**src/rtl/muldiv_sequencer.sv**
```systemverilog
// -----------------------------------------------------------------------------
// muldiv_sequencer
//   Multicycle unsigned multiply/divide engine with architectural HI/LO
//   registers. It runs beside the single-cycle ALU so that MULTU and DIVU do
//   not need a combinational array. It also handles MTHI/MTLO writes, and it
//   drives the busy stall that freezes MFHI/MFLO.
//
//   Handshake: a request is taken on a rising edge where req_valid and
//   req_ready are both high. req_ready is high only in IDLE, so req_valid
//   outside IDLE is ignored. The requester may change or drop req_valid at
//   any time. There is no hold requirement.
//
// Ports
//   clk, rst_n     rising-edge clock, asynchronous active-low reset
//   req_valid      op request present
//   req_ready      engine can accept (IDLE)
//   req_op         00 MULTU, 01 DIVU, 10 MTHI, 11 MTLO
//   op_a, op_b     operands (op_b ignored for MTHI/MTLO)
//   flush          cancels an in-flight MUL/DIV on the next edge
//   busy           MUL/DIV in progress
//   done           one-cycle pulse, op committed to HI/LO
//   div_by_zero    one-cycle pulse with done for DIVU by zero
//   hi, lo         architectural HI/LO registers
// -----------------------------------------------------------------------------
module muldiv_sequencer #(
    parameter int WIDTH = 32
) (
    input  logic             clk,
    input  logic             rst_n,
    input  logic             req_valid,
    output logic             req_ready,
    input  logic [1:0]       req_op,
    input  logic [WIDTH-1:0] op_a,
    input  logic [WIDTH-1:0] op_b,
    input  logic             flush,
    output logic             busy,
    output logic             done,
    output logic             div_by_zero,
    output logic [WIDTH-1:0] hi,
    output logic [WIDTH-1:0] lo
);

    localparam int CW = (WIDTH > 1) ? $clog2(WIDTH) : 1;

    typedef enum logic [1:0] {
        ST_IDLE = 2'd0,
        ST_MUL  = 2'd1,
        ST_DIV  = 2'd2
    } state_t;

    state_t           r_state;
    logic [CW-1:0]    r_cnt;
    logic [WIDTH-1:0] r_opnd;   // multiplicand (MUL) or divisor (DIV)
    logic [WIDTH-1:0] r_acc;    // product high half (MUL) or remainder (DIV)
    logic [WIDTH-1:0] r_shf;    // multiplier/product low half (MUL) or quotient (DIV)
    logic [WIDTH-1:0] r_hi;
    logic [WIDTH-1:0] r_lo;
    logic             r_done;
    logic             r_dbz;

    // Multiply step: add the multiplicand when the multiplier LSB is set.
    // Then shift {carry, acc, multiplier} right by one.
    logic [WIDTH:0]   w_mul_add;
    logic [WIDTH:0]   w_mul_sum;
    logic [WIDTH-1:0] w_mul_acc;
    logic [WIDTH-1:0] w_mul_shf;

    assign w_mul_add = r_shf[0] ? {1'b0, r_opnd} : '0;
    assign w_mul_sum = {1'b0, r_acc} + w_mul_add;
    assign w_mul_acc = w_mul_sum[WIDTH:1];
    assign w_mul_shf = {w_mul_sum[0], r_shf[WIDTH-1:1]};

    // Restoring divide step: shift {rem, quo} left one and trial-subtract.
    // Before the shift the remainder is below the divisor. After a successful
    // subtract it fits in WIDTH bits again, so the subtraction can drop the
    // top bit.
    logic [WIDTH:0]   w_div_trial;
    logic             w_div_ge;
    logic [WIDTH-1:0] w_div_sub;
    logic [WIDTH-1:0] w_div_rem;
    logic [WIDTH-1:0] w_div_quo;

    assign w_div_trial = {r_acc, r_shf[WIDTH-1]};
    assign w_div_ge    = (w_div_trial >= {1'b0, r_opnd});
    assign w_div_sub   = w_div_trial[WIDTH-1:0] - r_opnd;
    assign w_div_rem   = w_div_ge ? w_div_sub : w_div_trial[WIDTH-1:0];
    assign w_div_quo   = {r_shf[WIDTH-2:0], w_div_ge};

    always_ff @(posedge clk or negedge rst_n) begin
        if (!rst_n) begin
            r_state <= ST_IDLE;
            r_cnt   <= '0;
            r_opnd  <= '0;
            r_acc   <= '0;
            r_shf   <= '0;
            r_hi    <= '0;
            r_lo    <= '0;
            r_done  <= 1'b0;
            r_dbz   <= 1'b0;
        end else begin
            r_done <= 1'b0;
            r_dbz  <= 1'b0;
            case (r_state)
                ST_IDLE: begin
                    // flush has no effect here; a request is still taken.
                    if (req_valid) begin
                        case (req_op)
                            2'b00: begin
                                r_opnd  <= op_a;
                                r_shf   <= op_b;
                                r_acc   <= '0;
                                r_cnt   <= CW'(WIDTH - 1);
                                r_state <= ST_MUL;
                            end
                            2'b01: begin
                                if (op_b == '0) begin
                                    r_hi   <= op_a;
                                    r_lo   <= '1;
                                    r_done <= 1'b1;
                                    r_dbz  <= 1'b1;
                                end else begin
                                    r_opnd  <= op_b;
                                    r_shf   <= op_a;
                                    r_acc   <= '0;
                                    r_cnt   <= CW'(WIDTH - 1);
                                    r_state <= ST_DIV;
                                end
                            end
                            2'b10: begin
                                r_hi   <= op_a;
                                r_done <= 1'b1;
                            end
                            default: begin
                                r_lo   <= op_a;
                                r_done <= 1'b1;
                            end
                        endcase
                    end
                end
                ST_MUL: begin
                    if (flush) begin
                        r_state <= ST_IDLE;
                    end else begin
                        r_acc <= w_mul_acc;
                        r_shf <= w_mul_shf;
                        r_cnt <= r_cnt - CW'(1);
                        if (r_cnt == '0) begin
                            r_hi    <= w_mul_acc;
                            r_lo    <= w_mul_shf;
                            r_done  <= 1'b1;
                            r_state <= ST_IDLE;
                        end
                    end
                end
                ST_DIV: begin
                    if (flush) begin
                        r_state <= ST_IDLE;
                    end else begin
                        r_acc <= w_div_rem;
                        r_shf <= w_div_quo;
                        r_cnt <= r_cnt - CW'(1);
                        if (r_cnt == '0) begin
                            r_hi    <= w_div_rem;
                            r_lo    <= w_div_quo;
                            r_done  <= 1'b1;
                            r_state <= ST_IDLE;
                        end
                    end
                end
                default: r_state <= ST_IDLE;
            endcase
        end
    end

    assign req_ready   = (r_state == ST_IDLE);
    assign busy        = (r_state != ST_IDLE);
    assign done        = r_done;
    assign div_by_zero = r_dbz;
    assign hi          = r_hi;
    assign lo          = r_lo;

endmodule

```
**config.mk**
```make
export PLATFORM = sky130hd
export DESIGN_NAME = muldiv_sequencer
export DESIGN_NICKNAME = d
export VERILOG_FILES = /design/src/rtl/muldiv_sequencer.sv
export SDC_FILE = /design/constraint.sdc
export NUM_CORES = 1
export LEC_CHECK = 0
export ABC_AREA = 1
export CAP_MARGIN = 30
export CORE_MARGIN = 2
export CORE_UTILIZATION = 40
export CTS_CLUSTER_DIAMETER = 150
export CTS_CLUSTER_SIZE = 8
export DETAILED_ROUTE_END_ITERATION = 8
export GPL_ROUTABILITY_DRIVEN = 1
export SYNTH_ARGS = -nofsm -noshare
export SYNTH_HDL_FRONTEND = slang
export SYNTH_SLANG_ARGS = --single-unit
export TNS_END_PERCENT = 5
```
**constraint.sdc**
```tcl
create_clock -name clk -period 3.65 [get_ports clk]
set_input_delay 0.73 -clock clk [delete_from_list [all_inputs] [get_ports clk]]
set_output_delay 0.73 -clock clk [all_outputs]
set_load 0.1 [all_outputs]
```
==> impl_metrics.json <==
{
  "p_per_area_nw_per_um2": 1070,
  "syn_avg_cell_area_sq_um": 6.20,
  "timing.rr.start": "r_shf[31]",
  "fmax_mhz": 338,
  "maxSlewViolCount": 0,
  "layout.cells.non_filler": 2885,
  "synth_ff_type": "dfrtp_1",
  "async_flop_share_pct": 100,
  "dp_cells": 2853,
  "hold_class": "in -> async",
  "yosysTopAreaCell": "dfrtp_1",
  "clk_latency_ns": 0.44,
  "setup_violations": 0,
  "drive_gt1_share_pct": 5.57,
  "drc_errors": 0,
  "ys_seq_area_share_pct": 29.5,
  "rsz0062_at_grt": "no",
  "cts_tree": "yes",
  "max-cap-violations": 0,
  "grt_overflow": 0,
  "fp.dieH_um": 193,
  "num_vias": 15000,
  "drtAntennaViolNets": 0,
  "core_area_sq_um": 35400,
  "grt_use_total_pct": 28.0,
  "synthCells": 2309,
  "max-slew-margin-rel_pct": 29.9,
  "yosysWarnings": 0,
  "place_hpwl_um": 41800,
  "finalClockSkew_ns": 0.0110,
  "holdBufCountCts": 0,
  "start_util_pct": 40.5,
  "rows": 69,
  "outcome": "completed",
  "vias_per_cell": 5.20,
  "period_share_pct": 81.1,
  "synth.area.top_cells": "dfrtp_1 (30%), nand2_1 (19%), inv_1 (8.7%)",
  "critPathLaunchType": "flop",
  "ir_drop_uv": 770,
  "clk_pin_slew_ns": 0.07,
  "yosysMostFrequentCell": "nand2_1",
  "endpoint_kind": "flop",
  "crit_start": "r_shf[31]",
  "hold_violations": 0,
  "tightest_slew_ns": 1.05,
  "worst-setup-path-type": "reg -> reg",
  "cp_data_arrival_time_ns": 3.28,
  "place.gp.congestion": 0.919,
  "io_buffers": 137,
  "synth_common_cells": "nand2_1 (719), inv_1 (331), nor2_1 (217)",
  "post_cts_resize_count": 0,
  "synth_top_area_share_pct": 29.5,
  "io_pins": 138,
  "cts_max_path_buffers": 2,
  "nets": 2553,
  "dr.pass1.iters": 5,
  "antenna_cells": 0,
  "cts_setup_buffers": 0,
  "antenna_found_initial": 0,
  "fin_tns_setup_ns": 0,
  "synth-seq-cells": 169,
  "syn2layout_area_growth_pct": 17.8,
  "synth_enable_flop_cells": 0,
  "grt_pass1_wl_um": 82100,
  "min_period_ns": 2.96,
  "clock_tree.root_cell": "clkbuf_16",
  "design.die.area_sq_um": 37300,
  "drt-total-wl_um": 52400,
  "wl_per_cell_um": 18.2,
  "cp.required_ns": 3.97,
  "grt_max_degree": 81,
  "chipWidth_um": 193,
  "cp_max_fo": 6,
  "synth_area_sq_um": 14300,
  "grt_pass1_vias": 14200,
  "cts_sinks": 169,
  "ys_types": 46,
  "drtIter0Drc": 1065,
  "htreeDepth": 4,
  "p_leak_nw": 8.77,
  "numCtsBuffers": 17,
  "synth_nets": 2451
}
cells in the final DEF, fill, tap and decap left out, types with 48 or more instances in the layout:
cell             Yosys  final
o21ai_0            212    212
o21ai_1             48     48
inv_1              331    329
nor2_1             217    216
a21oi_1            107    107
nand2_1            719    719
ha_1                70     69
nand3_1            116    116
dfrtp_1            169    169
clkdlybuf4s50_1      0    134
final timing paths:
check                      slack, ns  cells after the start       end
max in group asynchronous       2.39                      2  r_shf[9]
min reg2reg                     0.49                      2  r_cnt[0]
max reg2reg                     0.69                     18    hi[28]
min in group clk                0.49                      2  r_cnt[0]
min                             0.32                      1  r_cnt[2]
max                             0.69                     18    hi[28]
power by group:
group | switching (mW) | internal [mW] | total [mW]
clock network | 0.854 | 1.10 | 1.95
logic | 9.13 | 3.65 | 12.8
registers | 0.565 | 2.74 | 3.30
cells by family (layout without fill, tap and decap cells):
group / Yosys count / after routing / synth area share (%)
flops: 169 / 169 / 29.5
buf+inv: 438 / 553 / 12.1
fa+ha+maj: 72 / 72 / 6.40
compound gates: 446 / 446 / 16.8
xor+xnor: 17 / 17 / 1.04
simple gates: 1167 / 1167 / 34.2
area by class of cell:
class	instances	area [sq um]
Clock buffer	18	429
Clock inverter	14	186
Fill cell	3741	18500
Inverter	350	1310
Multi-Input combinational cell	1702	8410
Sequential cell	169	4230
Tap cell	461	577
Timing Repair Buffer	171	1730
layer usage:
metal,track usage (%),share of wire [%]
met2,47.0,47
met3,3.17,4.3
met5,0,0
met1,38.1,46
met4,8.09,2.6
metrics by stage:
stage               worst slack (ns)  instance area (sq um)  total power, mW  hold WS, ns  utilization, %
floorplan                      0.315                  14300             12.5        0.434               -
CTS                            0.658                  16900             18.1        0.370            47.7
detailed placement             0.481                  16300             16.0        0.467            45.9
global placement               0.466                  16100             15.8        0.464            45.6
global route                   0.384                  16900             19.5        0.401            47.7
finish                         0.689                  16900             18.0        0.317            47.7
registers in the layout (all words and copies together), names as in the netlist:
name         cells
r_shf           32
r_acc           32
done             1
div_by_zero      1
r_state          2
r_cnt            5
lo              32
hi              32
r_opnd          32
critical path: stages, from the launching register on:
cell	delay, ns
dfrtp_1	0.37
inv_1	0.12
ha_1	0.24
inv_1	0.11
fa_1	0.51
nand2_1	0.11
nand3_1	0.07
nand3_1	0.07
nand2_1	0.21
nand2_1	0.12
nand2_1	0.13
nand2_1	0.18
nand2_1	0.07
nand2_1	0.07
nand3_1	0.09
nand2_1	0.09
nand2_1	0.05
nand2_1	0.14
a21oi_1	0.09
No activity file was read; power rests on OpenSTA's default activity.
==> edit, RTL diff (config.mk and constraints unchanged) <==
`WIDTH`: 32 -> 16.
--- a/src/rtl/muldiv_sequencer.sv
+++ b/src/rtl/muldiv_sequencer.sv
@@ -24,5 +24,5 @@
 // -----------------------------------------------------------------------------
 module muldiv_sequencer #(
-    parameter int WIDTH = 32
+    parameter int WIDTH = 16
 ) (
     input  logic             clk,
Interface: changed (resized hi, lo, op_a and op_b); port bits go from 138 to 74. No check against the original RTL was run, so the function may have changed too.
==> edit against the unedited design <==
- critical path depth shrank 1
- routed wire length decreased by 61%
- area after synthesis fell by 51%
- global-route usage is 5.2 points lower
- cell count is 54% lower
- setup slack better by 280 ps
- cell area shrank 51%
- sequential cell count decreased by 81
Power is left out: the tool's default activity adds up to more than one toggle a clock period on the data nets, which glitch-free logic cannot reach.
==> edit: results (changes against the unedited design) <==
[drt]
drt_iter0_drc = 459  ; -57%
dr_wl_met2_um = 9050  ; -63%
wl_um = 20200  ; -61%
wirelength_met1_um = 10100  ; -58%
wl_met3_um = 860  ; -62%
routed_via_density = 5.04  ; -3.1%

[worst_setup_path]
r2r_cells = 17  ; -1
r2r_start = r_shf[0]$_DFFE_PN0P_
r2r_slack_ps = 960  ; +280 ps
max_stage_delay_ps = 760  ; +250 ps
crit_path_top_delay_cell = dfrtp_1
cp_max_fo = 18  ; +12
r2r_end = r_acc[7]$_DFFE_PN0P_
cp.arrival_ps = 2940  ; -340 ps

[global_route]
grt_util_met3_pct = 2.52  ; -0.65 points
grt_pass1_wl_um = 33600  ; -59%
grt_pass1_vias = 6573  ; -54%
use_met2_pct = 36.2  ; -11 points
grt.met1_usage_pct = 33.3  ; -4.8 points
grt_max_degree = 51  ; -37%
grt_usage_pct = 22.8  ; -5.2 points

[run_status]
outcome = finished clean

[logic_synthesis]
ys_top_cells_by_area = dfrtp_1 (31%), nand2_1 (17%), inv_1 (7.1%), ha_1 (6.5%), o21ai_0 (4.9%)
synth_nets = 1129  ; -54%
yosys-top-cells-count = nand2_1 (317), inv_1 (134), dfrtp_1 (88)
seq_area_frac_synth_pct = 31.1  ; +1.6 points
synth_warnings = 0  ; unchanged
ys_types = 49  ; +6.5%

[final_layout]
nets = 1184  ; -54%
drive_gt1_share_pct = 9.17  ; +3.6 points

[cts]
cts_inserted_buffers = 9  ; -8
htreeDepth = 3  ; -1
clock_latency_ps = 340  ; -100 ps

[placement]
hpwl_um = 15600  ; -63%
gp_congestion = 0.937  ; +1.9%
post-place-ws_ps = 720  ; +240 ps
io_buffers = 73  ; -47%

[timing]
finalClockSkew_ps = 9.93  ; -1.05 ps

## edit: cell types whose count changed after synthesis, sizes merged, moves of 33 or more
cell,unedited run,this run
nor2,230,90
inv,349,143
dfrtp,169,88
a21oi,108,58
o21ai,262,102
nand2,732,339
nand3,120,58
ha,70,37
clkbuf,53,19
## edit: worst max-delay path by stage
stage / start / to / slack (ps) / cells past startpoint
4_1_cts: r_shf[0]$_DFFE_PN0P_ / hi[7]$_DFFE_PN0P_ / 940 / 17
6_report: r_shf[0]$_DFFE_PN0P_ / r_acc[7]$_DFFE_PN0P_ / 960 / 17
3_5_place_dp: op_b[13] / lo[0]$_DFFE_PN0P_ / 720 / 8
3_3_place_gp: op_b[13] / lo[0]$_DFFE_PN0P_ / 810 / 8
2_1_floorplan: r_state[0]$_DFFE_PN0P_ / lo[10]$_DFFE_PN0P_ / 630 / 11
5_1_grt: r_shf[0]$_DFFE_PN0P_ / r_acc[9]$_DFFE_PN0P_ / 610 / 17
## edit: final cells by class
class	instances	area, um^2
multi-input combinational	779	4120
sequential	88	2200
fill	1836	9040
inverter	144	541
timing repair buffer	85	813
clock buffer	11	243
clock inverter	5	56.3
tap	225	282
## edit: logic make-up after synthesis
family	Yosys count	share of synthesized area (%)
compound gates	210	17.3
xor+xnor	8	0.989
fa+ha+maj	39	7.10
buf+inv	185	10.8
flops	88	31.1
simple gates	522	32.7
## edit: stage by stage
step | std cells | hold WS, ps | utilization, % | instance area (um^2)
after floorplan | 1052 | 434 | - | 7080
after detailed placement | 1321 | 467 | 46.0 | 7960
after global routing | 1337 | 385 | 47.7 | 8260
final | 1337 | 358 | 47.7 | 8260
after CTS | 1337 | 368 | 47.7 | 8260
after global placement | 1321 | 468 | 46.0 | 7960
